`src/rtl/rd_arb_pkg.sv`:
```
// Shared types and width helpers for the FIFO read-port burst arbiter.
package rd_arb_pkg;

    typedef enum logic {IDLE, BURST} rd_arb_state_t;

    localparam int MAX_NREQ = 32;

    function automatic int idx_w(input int n);
        return (n < 2) ? 1 : $clog2(n);
    endfunction

    function automatic int cnt_w(input int maxburst);
        return $clog2(maxburst + 1);
    endfunction

    function automatic logic [MAX_NREQ-1:0] onehot(input int idx);
        return MAX_NREQ'(1) << idx;
    endfunction

endpackage

```
`src/rtl/rr_pick.sv`:
```
// Round-robin picker: first set request at or above rr_ptr, wrapping; zero latency, purely combinational.
module rr_pick
    import rd_arb_pkg::*;
#(
    parameter int NREQ = 4,
    parameter int IDW  = idx_w(NREQ)
) (
    input  logic [NREQ-1:0] req,
    input  logic [IDW-1:0]  rr_ptr,
    output logic [IDW-1:0]  winner,
    output logic            any
);

    localparam logic [IDW:0] NREQ_EXT = (IDW+1)'(NREQ);

    logic [NREQ-1:0] rot;
    logic [IDW-1:0]  off;
    logic [IDW:0]    sum;

    always_comb begin
        // rot[i] is the request of consumer (rr_ptr + i) mod NREQ
        rot = NREQ'({req, req} >> rr_ptr);
        off = '0;
        for (int i = NREQ - 1; i >= 0; i--) begin
            if (rot[i]) off = IDW'(i);
        end
        sum = {1'b0, rr_ptr} + {1'b0, off};
        if (sum >= NREQ_EXT) sum = sum - NREQ_EXT;
        winner = sum[IDW-1:0];
    end

    assign any = |req;

endmodule

```
`src/rtl/rd_burst_arbiter.sv`:
```
// Round-robin burst arbiter on the async FIFO read port; req->gnt/rinc 1 cycle, rinc->out_valid 1 cycle.
// Owner's req acts as ready (dropping it stops pops at once); RD_ARB_STATS_EN adds pop/burst counters.
module rd_burst_arbiter
    import rd_arb_pkg::*;
#(
    parameter int NREQ     = 4,
    parameter int DSIZE    = 8,
    parameter int MAXBURST = 4
) (
    input  logic                    rclk,
    input  logic                    rrst_n,
    input  logic [NREQ-1:0]         req,
    input  logic                    rempty,
    input  logic [DSIZE-1:0]        rdata,
    output logic                    rinc,
    output logic [NREQ-1:0]         gnt,
    output logic                    out_valid,
    output logic [DSIZE-1:0]        out_data,
    output logic [$clog2(NREQ)-1:0] out_id
`ifdef RD_ARB_STATS_EN
    ,
    output logic [15:0]             pop_cnt,
    output logic [15:0]             burst_cnt
`endif
);

    localparam int IDW = $clog2(NREQ);
    localparam int CW  = cnt_w(MAXBURST);
    localparam logic [CW-1:0] LAST_CNT = CW'(MAXBURST - 1);

    rd_arb_state_t  state, state_nxt;
    logic [IDW-1:0] owner;
    logic [IDW-1:0] rr_ptr;
    logic [CW-1:0]  cnt;
    logic [IDW-1:0] winner;
    logic           any;
    logic           burst_start;
    logic           burst_end;

    rr_pick #(
        .NREQ (NREQ),
        .IDW  (IDW)
    ) u_pick (
        .req    (req),
        .rr_ptr (rr_ptr),
        .winner (winner),
        .any    (any)
    );

    always_ff @(posedge rclk or negedge rrst_n) begin
        if (!rrst_n) state <= IDLE;
        else         state <= state_nxt;
    end

    always_comb begin
        state_nxt   = state;
        rinc        = 1'b0;
        burst_start = 1'b0;
        burst_end   = 1'b0;
        case (state)
            IDLE: begin
                if (!rempty && any) begin
                    burst_start = 1'b1;
                    state_nxt   = BURST;
                end
            end
            BURST: begin
                rinc = req[owner] & ~rempty;
                // a cycle without a pop (empty or owner not ready) also closes the burst
                if (!rinc || cnt == LAST_CNT) begin
                    burst_end = 1'b1;
                    state_nxt = IDLE;
                end
            end
            default: state_nxt = IDLE;
        endcase
    end

    assign gnt = (state == BURST) ? NREQ'(onehot(int'(owner))) : '0;

    always_ff @(posedge rclk or negedge rrst_n) begin
        if (!rrst_n) begin
            owner  <= '0;
            cnt    <= '0;
            rr_ptr <= '0;
        end else begin
            if (burst_start) begin
                owner <= winner;
                cnt   <= '0;
            end else if (rinc) begin
                cnt <= cnt + CW'(1);
            end
            if (burst_end) begin
                rr_ptr <= (owner == IDW'(NREQ - 1)) ? '0 : owner + IDW'(1);
            end
        end
    end

    always_ff @(posedge rclk or negedge rrst_n) begin
        if (!rrst_n) begin
            out_valid <= 1'b0;
            out_data  <= '0;
            out_id    <= '0;
        end else begin
            out_valid <= rinc;
            if (rinc) begin
                out_data <= rdata;
                out_id   <= owner;
            end
        end
    end

`ifdef RD_ARB_STATS_EN
    always_ff @(posedge rclk or negedge rrst_n) begin
        if (!rrst_n) begin
            pop_cnt   <= '0;
            burst_cnt <= '0;
        end else begin
            if (rinc)        pop_cnt   <= pop_cnt + 16'd1;
            if (burst_start) burst_cnt <= burst_cnt + 16'd1;
        end
    end
`else
    // statistics build option off: no counters
`endif

endmodule

```
`config.mk`:
```
export PLATFORM = sky130hd
export DESIGN_NAME = rd_burst_arbiter
export DESIGN_NICKNAME = d
export VERILOG_FILES = /design/src/rtl/rd_arb_pkg.sv /design/src/rtl/rr_pick.sv /design/src/rtl/rd_burst_arbiter.sv
export SDC_FILE = /design/constraint.sdc
export NUM_CORES = 1
export LEC_CHECK = 0
export ABC_CLOCK_PERIOD_IN_PS = 2400
export CAP_MARGIN = 0
export CORE_MARGIN = 2
export CORE_UTILIZATION = 45
export CTS_CLUSTER_DIAMETER = 40
export DETAILED_ROUTE_END_ITERATION = 8
export GPL_TIMING_DRIVEN = 0
export PLACE_DENSITY = 0.82
export SLEW_MARGIN = 20
export SYNTH_ARGS = -nofsm -noshare
export SYNTH_HDL_FRONTEND = slang
export SYNTH_SLANG_ARGS = --single-unit
```
`constraint.sdc`:
```
create_clock -name rclk -period 2.4 [get_ports rclk]
set_clock_uncertainty 0.1 [all_clocks]
set_input_delay 0.6 -clock rclk [delete_from_list [all_inputs] [get_ports rclk]]
set_output_delay 0.6 -clock rclk [all_outputs]
set_load 0.05 [all_outputs]
```
==> flow_summary.toml, run 1 <==
[route]
antenna_left = 0
firstDrtPassIters = 4
wirelength_mm = 2.22
route.detailed.drc = 0
drt-met1-wl_um = 968
wl_met3_um = 95
top_layer_used = "met4"
drtIter0Drc = 11
viasPerCell = 5.20
wl_met2_mm = 1.11
wire_per_inst_um = 14.1
routed-via-count = 817

[setup_path]
crit_arrival_ns = 1.61
cp_cell_sequence = "mux4_2, nand3b_4, inv_2, buf_6"
cp-start-kind = "flip-flop"
worstPathRequired_ns = 1.70
critPathSlowestCell = "mux4_2"
criticalPathCategory = "flip-flop to output pin"
crit_path_end_kind = "output pin"
path_max_fanout = 5
cpPeakStageDelay_ns = 0.56
rr_worst_depth = 9

[global_route]
grt_pass1_wl_mm = 3.64
overflow = 0
grtUsageTotal_pct = 18.0
grt_max_degree = 20
antenna_found_initial = 0
grt_pass1_vias = 825

[clocking]
cts_tree = "yes"
cts_buffers = 3
ctsHoldBuffers = 0
cts_sinks = 19
cts_root_buf = "clkbuf_4"
clock_latency_ns = 0.29
h-tree-depth = 1
clkSlewWorstSetupHoldPaths_ns = 0.10
cts.path.max_buffers = 2

[layout]
drive_above_1_share_pct = 25.6
fin_cells = 157
nFillCells = 179
ff_latch_area_um2 = 477
fin_nets = 152
num_antenna_cells = 0
area_growth_pct = 34.1
multi_input_area_um2 = 554

[place]
dpl.cell_count = 150
place_hpwl_mm = 1.60
place_congestion = 0.789
portBuffers = 30

[worst_hold_path]
min_path_type = "flip-flop to flip-flop"
whs_path_depth = 1

[power]
ir_drop_mv = 0.725
p_per_area_nw_per_um2 = 1290
p_leak_nw = 0.684
total_power_mw = 1.85

[yosys]
synth_area_um2 = 1070
synthFlopType = "dfrtp_1"
syn_inst = 92
yosys.area.top_type = "dfrtp_1"
syn_nets = 114
yosys_warnings = 0
async_flop_share_pct = 100
ys_types = 32
yosys-top-cells-area = "dfrtp_1, mux2_4, ha_1, mux2_2, and2_1"
yosysSeqAreaShare_pct = 44.4
avgSynthCellArea_um2 = 11.6
synth_top_area_share_pct = 44.4
synth-edff-count = 0
synth.ff_latch_count = 19

[status]
status = "completed"

[die]
core_um2 = 2230
io_pins = 31
die_h_um = 52.8
die_area_um2 = 2790
die_width_um = 52.8
std_cell_rows = 17
start_util_pct = 48.0

[timing]
period_needed_ns = 2.31
post-route-period-util_pct = 96.1
setup_viol = 0
max_clock_freq_ghz = 0.433
grt_setup_unrepaired = "false"
fin_setup_tns_ns = 0
hold_violations = 0
worst_pin_slew_ns = 0.848
final_max_slew_viol_count = 0
worst_hold_slack_ns = 0.406
slew_headroom_pct = 43.3

[run]
cap_violations = 0
power breakdown:
group	internal, mW	switching [mW]	total (mW)
sequential	0.462	0.114	0.576
clock	0.0647	0.0936	0.158
combinational	0.468	0.648	1.12
total	0.994	0.856	1.85
cell type report:
class,instances,area share [%]
Sequential cell,19,33.2
Tap cell,28,2.44
Timing Repair Buffer,34,21.0
Clock buffer,4,1.83
Multi-Input combinational cell,65,38.6
Inverter,5,1.31
Buffer,2,1.66
cell families after synthesis:
| group | synth area share, % |
|---|---|
| DFF | 44.4 |
| and+or+nand+nor | 14.1 |
| adders and majority gates | 8.18 |
| muxes | 17.5 |
| AOI/OAI and AO/OA | 10.3 |
| buffers and inverters | 4.67 |
| xor gates and xnor gates | 0.818 |
synthesized netlist by cell type, drive strengths merged, types with 2 or more instances:
cell type and count:
buf 2, nand2 6, ha 7, mux2 12, nand3 4, nor3 2, and2 4, a211o 2
nor2 5, nor2b 2, o21ai 7, dfrtp 19, inv 5
path summary, 6_finish.rpt:
path	startpoint	end	slack, ns
max in group asynchronous	rrst_n	owner[1]	0.95
min	cnt[0]	cnt[0]	0.41
min reg2reg	cnt[0]	cnt[0]	0.41
max	owner[1]	rinc	0.09
max reg2reg	rr_ptr[1]	owner[1]	0.35
min in group asynchronous	rrst_n	out_data[6]	0.68
per-layer routing:
metal | vias up | track usage [%]
met1 | 385 | 22.9
met3 | 5 | 2.57
met2 | 26 | 30.4
met4 | 0 | 6.84
met5 | - | 0
li1 | 401 | -
worst max-delay path, delay by kind of cell, from the launching register on:
family / cells / cell delay (ns)
simple gates: 1 / 0.13
flops: 1 / 0.43
mux: 1 / 0.56
buf+inv: 2 / 0.19
state kept, by name (all words and copies together), names as in the netlist:
signal	cells
cnt	3
out_data	8
out_id	2
out_valid	1
owner	2
rr_ptr	2
state	1
cell usage in the layout (no fill, tap or decap), drive strengths merged, types with 2 or more instances in the layout:
cell / instances
clkdlybuf4s50: 21
dfrtp: 19
mux2: 12
buf: 10
ha: 7
o21ai: 7
clkbuf: 7
nand2: 6
nor2: 5
inv: 5
and2: 4
nand3: 4
nor2b: 2
a211o: 2
nor3: 2
stage by stage:
stage,area (um2),setup WS (ns),util (%)
after global placement,1410,-1.02,63.0
after detailed placement,1410,-1.05,63.0
final,1440,0.0932,64.3
after CTS,1450,-0.128,64.9
after floorplan,1070,0.133,-
after global routing,1440,0.0116,64.3
repair_timing:
| action | CTS | global route |
|---|---|---|
| endpoints found under the setup margin | 5 | 3 |
| buffers inserted | 1 | 3 |
| cloned | 0 | 0 |
| gates resized for setup | 28 | 11 |
Note: power is estimated with default switching activity, not from simulation.
==> inputs of run 2 (changes only) <==
==> constraint.sdc (replaced) <==
create_clock -name rclk -period 2.4 [get_ports rclk]
set_clock_uncertainty 0.1 [all_clocks]
set_input_delay 0.6 -clock rclk [delete_from_list [all_inputs] [get_ports rclk]]
set_output_delay 0.6 -clock rclk [all_outputs]
set_load 0.005 [all_outputs]
==> run 2 against run 1 <==
Setup slack got worse by 0.012 ns. Count of clock-buffer cells in the layout unchanged. Via count increased by 0.37%. Utilization increased by 0.67 points. Worst hold slack got worse by 0.0076 ns. Sequential power about the same. Non-clock buffer count increased by 1. Routed wire length decreased by 1.4%. Cell count increased by 0.64%. Sequential share of layout area decreased by 0.26 points.
==> flow_summary.toml, run 2 (synthesis gave the netlist of run 1 again) <==
[die]
io_pins = 31
die_area_um2 = 2790
die_h_um = 52.8
die_width_um = 52.8
start_util_pct = 48.0
std_cell_rows = 17
core_um2 = 2230

[global_route]
grtUsageTotal_pct = 18.4
grt_pass1_wl_mm = 3.72
grt_pass1_vias = 825
antenna_found_initial = 0
overflow = 0
grt_max_degree = 20

[setup_path]
r2r-end = "owner[1]"
crit_path_end_kind = "output pin"
cp-start-kind = "flip-flop"
critPathSlowestCell = "clkdlybuf4s50_1"
criticalPathCategory = "flip-flop to output pin"
r2r_slack_ns = 0.37
worstPathRequired_ns = 1.70
cpPeakStageDelay_ns = 0.49
path_max_fanout = 6
reg2reg_from = "rr_ptr[1]"
cp_cell_sequence = "inv_1, ha_1, and2_1, clkdlybuf4s50_1"
rr_worst_depth = 9
crit_arrival_ns = 1.62

[layout]
nFillCells = 169
layout_commonest_cell = "clkdlybuf4s50_1"
mostFrequentLayoutCells = "clkdlybuf4s50_1, dfrtp_1, mux2_4"
reg.largest.list = "out_data (8), cnt (3)"
drive_above_1_share_pct = 24.6
fin_nets = 153
ff_latch_area_um2 = 478
fin_cells = 158
fin_util_pct = 65.0
area_growth_pct = 35.5
largest_reg_flops = 8
top_register = "out_data"
num_antenna_cells = 0
multi_input_area_um2 = 554
design_area_um2 = 1450

[clocking]
cts_buffers = 3
h-tree-depth = 1
clock_latency_ns = 0.29
ctsHoldBuffers = 0
cts_sinks = 19
clkSlewWorstSetupHoldPaths_ns = 0.10
cts.path.max_buffers = 2
cts_root_buf = "clkbuf_4"
cts_tree = "yes"

[worst_hold_path]
min_path_type = "flip-flop to flip-flop"
whs_path_depth = 2
hold_start = "out_id[0]"
min_to = "out_id[0]"

[timing]
hold_violations = 0
fin_setup_tns_ns = 0
period_needed_ns = 2.32
final_max_slew_viol_count = 0
post-route-period-util_pct = 96.6
slew_headroom_pct = 43.2
worst_pin_slew_ns = 0.849
worst_hold_slack_ns = 0.398
fin_ws_ns = 0.0815
max_clock_freq_ghz = 0.431
setup_viol = 0

[route]
route.detailed.drc = 0
wirelength_mm = 2.19
viasPerCell = 5.19
wire_per_inst_um = 13.9
antenna_left = 0
routed-via-count = 820
firstDrtPassIters = 4
drtIter0Drc = 17

[place]
place_congestion = 0.789
pre_cts_ws_ns = -0.790
dpl.cell_count = 150
place_area_um2 = 1410
place_hpwl_mm = 1.60
portBuffers = 30

[power]
p_leak_nw = 0.700
ir_drop_mv = 0.474
total_power_mw = 1.50
p_per_area_nw_per_um2 = 1040

[run]
cap_violations = 0

[status]
status = "completed"
-- run 2: changes by cell type in the layout (fill, tap and decap cells not counted) --
cell             previous run  this run
clkdlybuf4s50_1            21        24
clkdlybuf4s15_2             1         0
buf_2                       4         5
dfrtp_1                    18        17
dfrtp_2                     1         2
buf_4                       4         5
buf_6                       1         0
clkbuf_2                    2         0
dlygate4sd2_1               1         0
dlymetal6s2s_1              0         1
-- run 2: worst max-delay path: cells and delay by family, from the launching register on --
family / cells / cell delay, ns
flops: 1 / 0.46
fa+ha+maj: 1 / 0.14
simple gates: 1 / 0.13
buf+inv: 2 / 0.59
-- run 2: layer usage --
metal | part of all wire (%) | wire length, um | global-route usage, %
met3 | 4.7 | 103 | 2.57
met1 | 45 | 976 | 24.2
met5 | 0 | 0 | 0
met4 | 1.8 | 40 | 6.41
met2 | 49 | 1070 | 30.8
-- run 2: area by class of cell --
class                           instances  area share (%)
Sequential cell                        19            32.9
Timing Repair Buffer                   35            21.7
Tap cell                               28            2.41
Multi-Input combinational cell         65            38.2
Buffer                                  2            1.64
Clock buffer                            4            1.81
Inverter                                5            1.29
-- run 2: repair_timing --
item / CTS / global route
gates resized for setup: 23 / 3
setup buffers: 4 / 1
endpoints found under the setup margin: 2 / 5
-- run 2: where the power goes --
group          total [mW]  switching (mW)  internal (mW)
Sequential          0.577           0.113          0.464
Combinational       0.770           0.279          0.491
Clock               0.158          0.0934         0.0647
-- run 2: worst max-delay path by stage --
stage | endpoint | slack, ns | start
2_1_floorplan | rinc | 0.28 | req[3]
3_3_place_gp | rinc | -0.76 | req[0]
3_5_place_dp | rinc | -0.79 | req[0]
4_1_cts | gnt[0] | 0.02 | owner[0]
5_1_grt | gnt[0] | -0.002 | owner[0]
6_report | gnt[2] | 0.08 | owner[0]
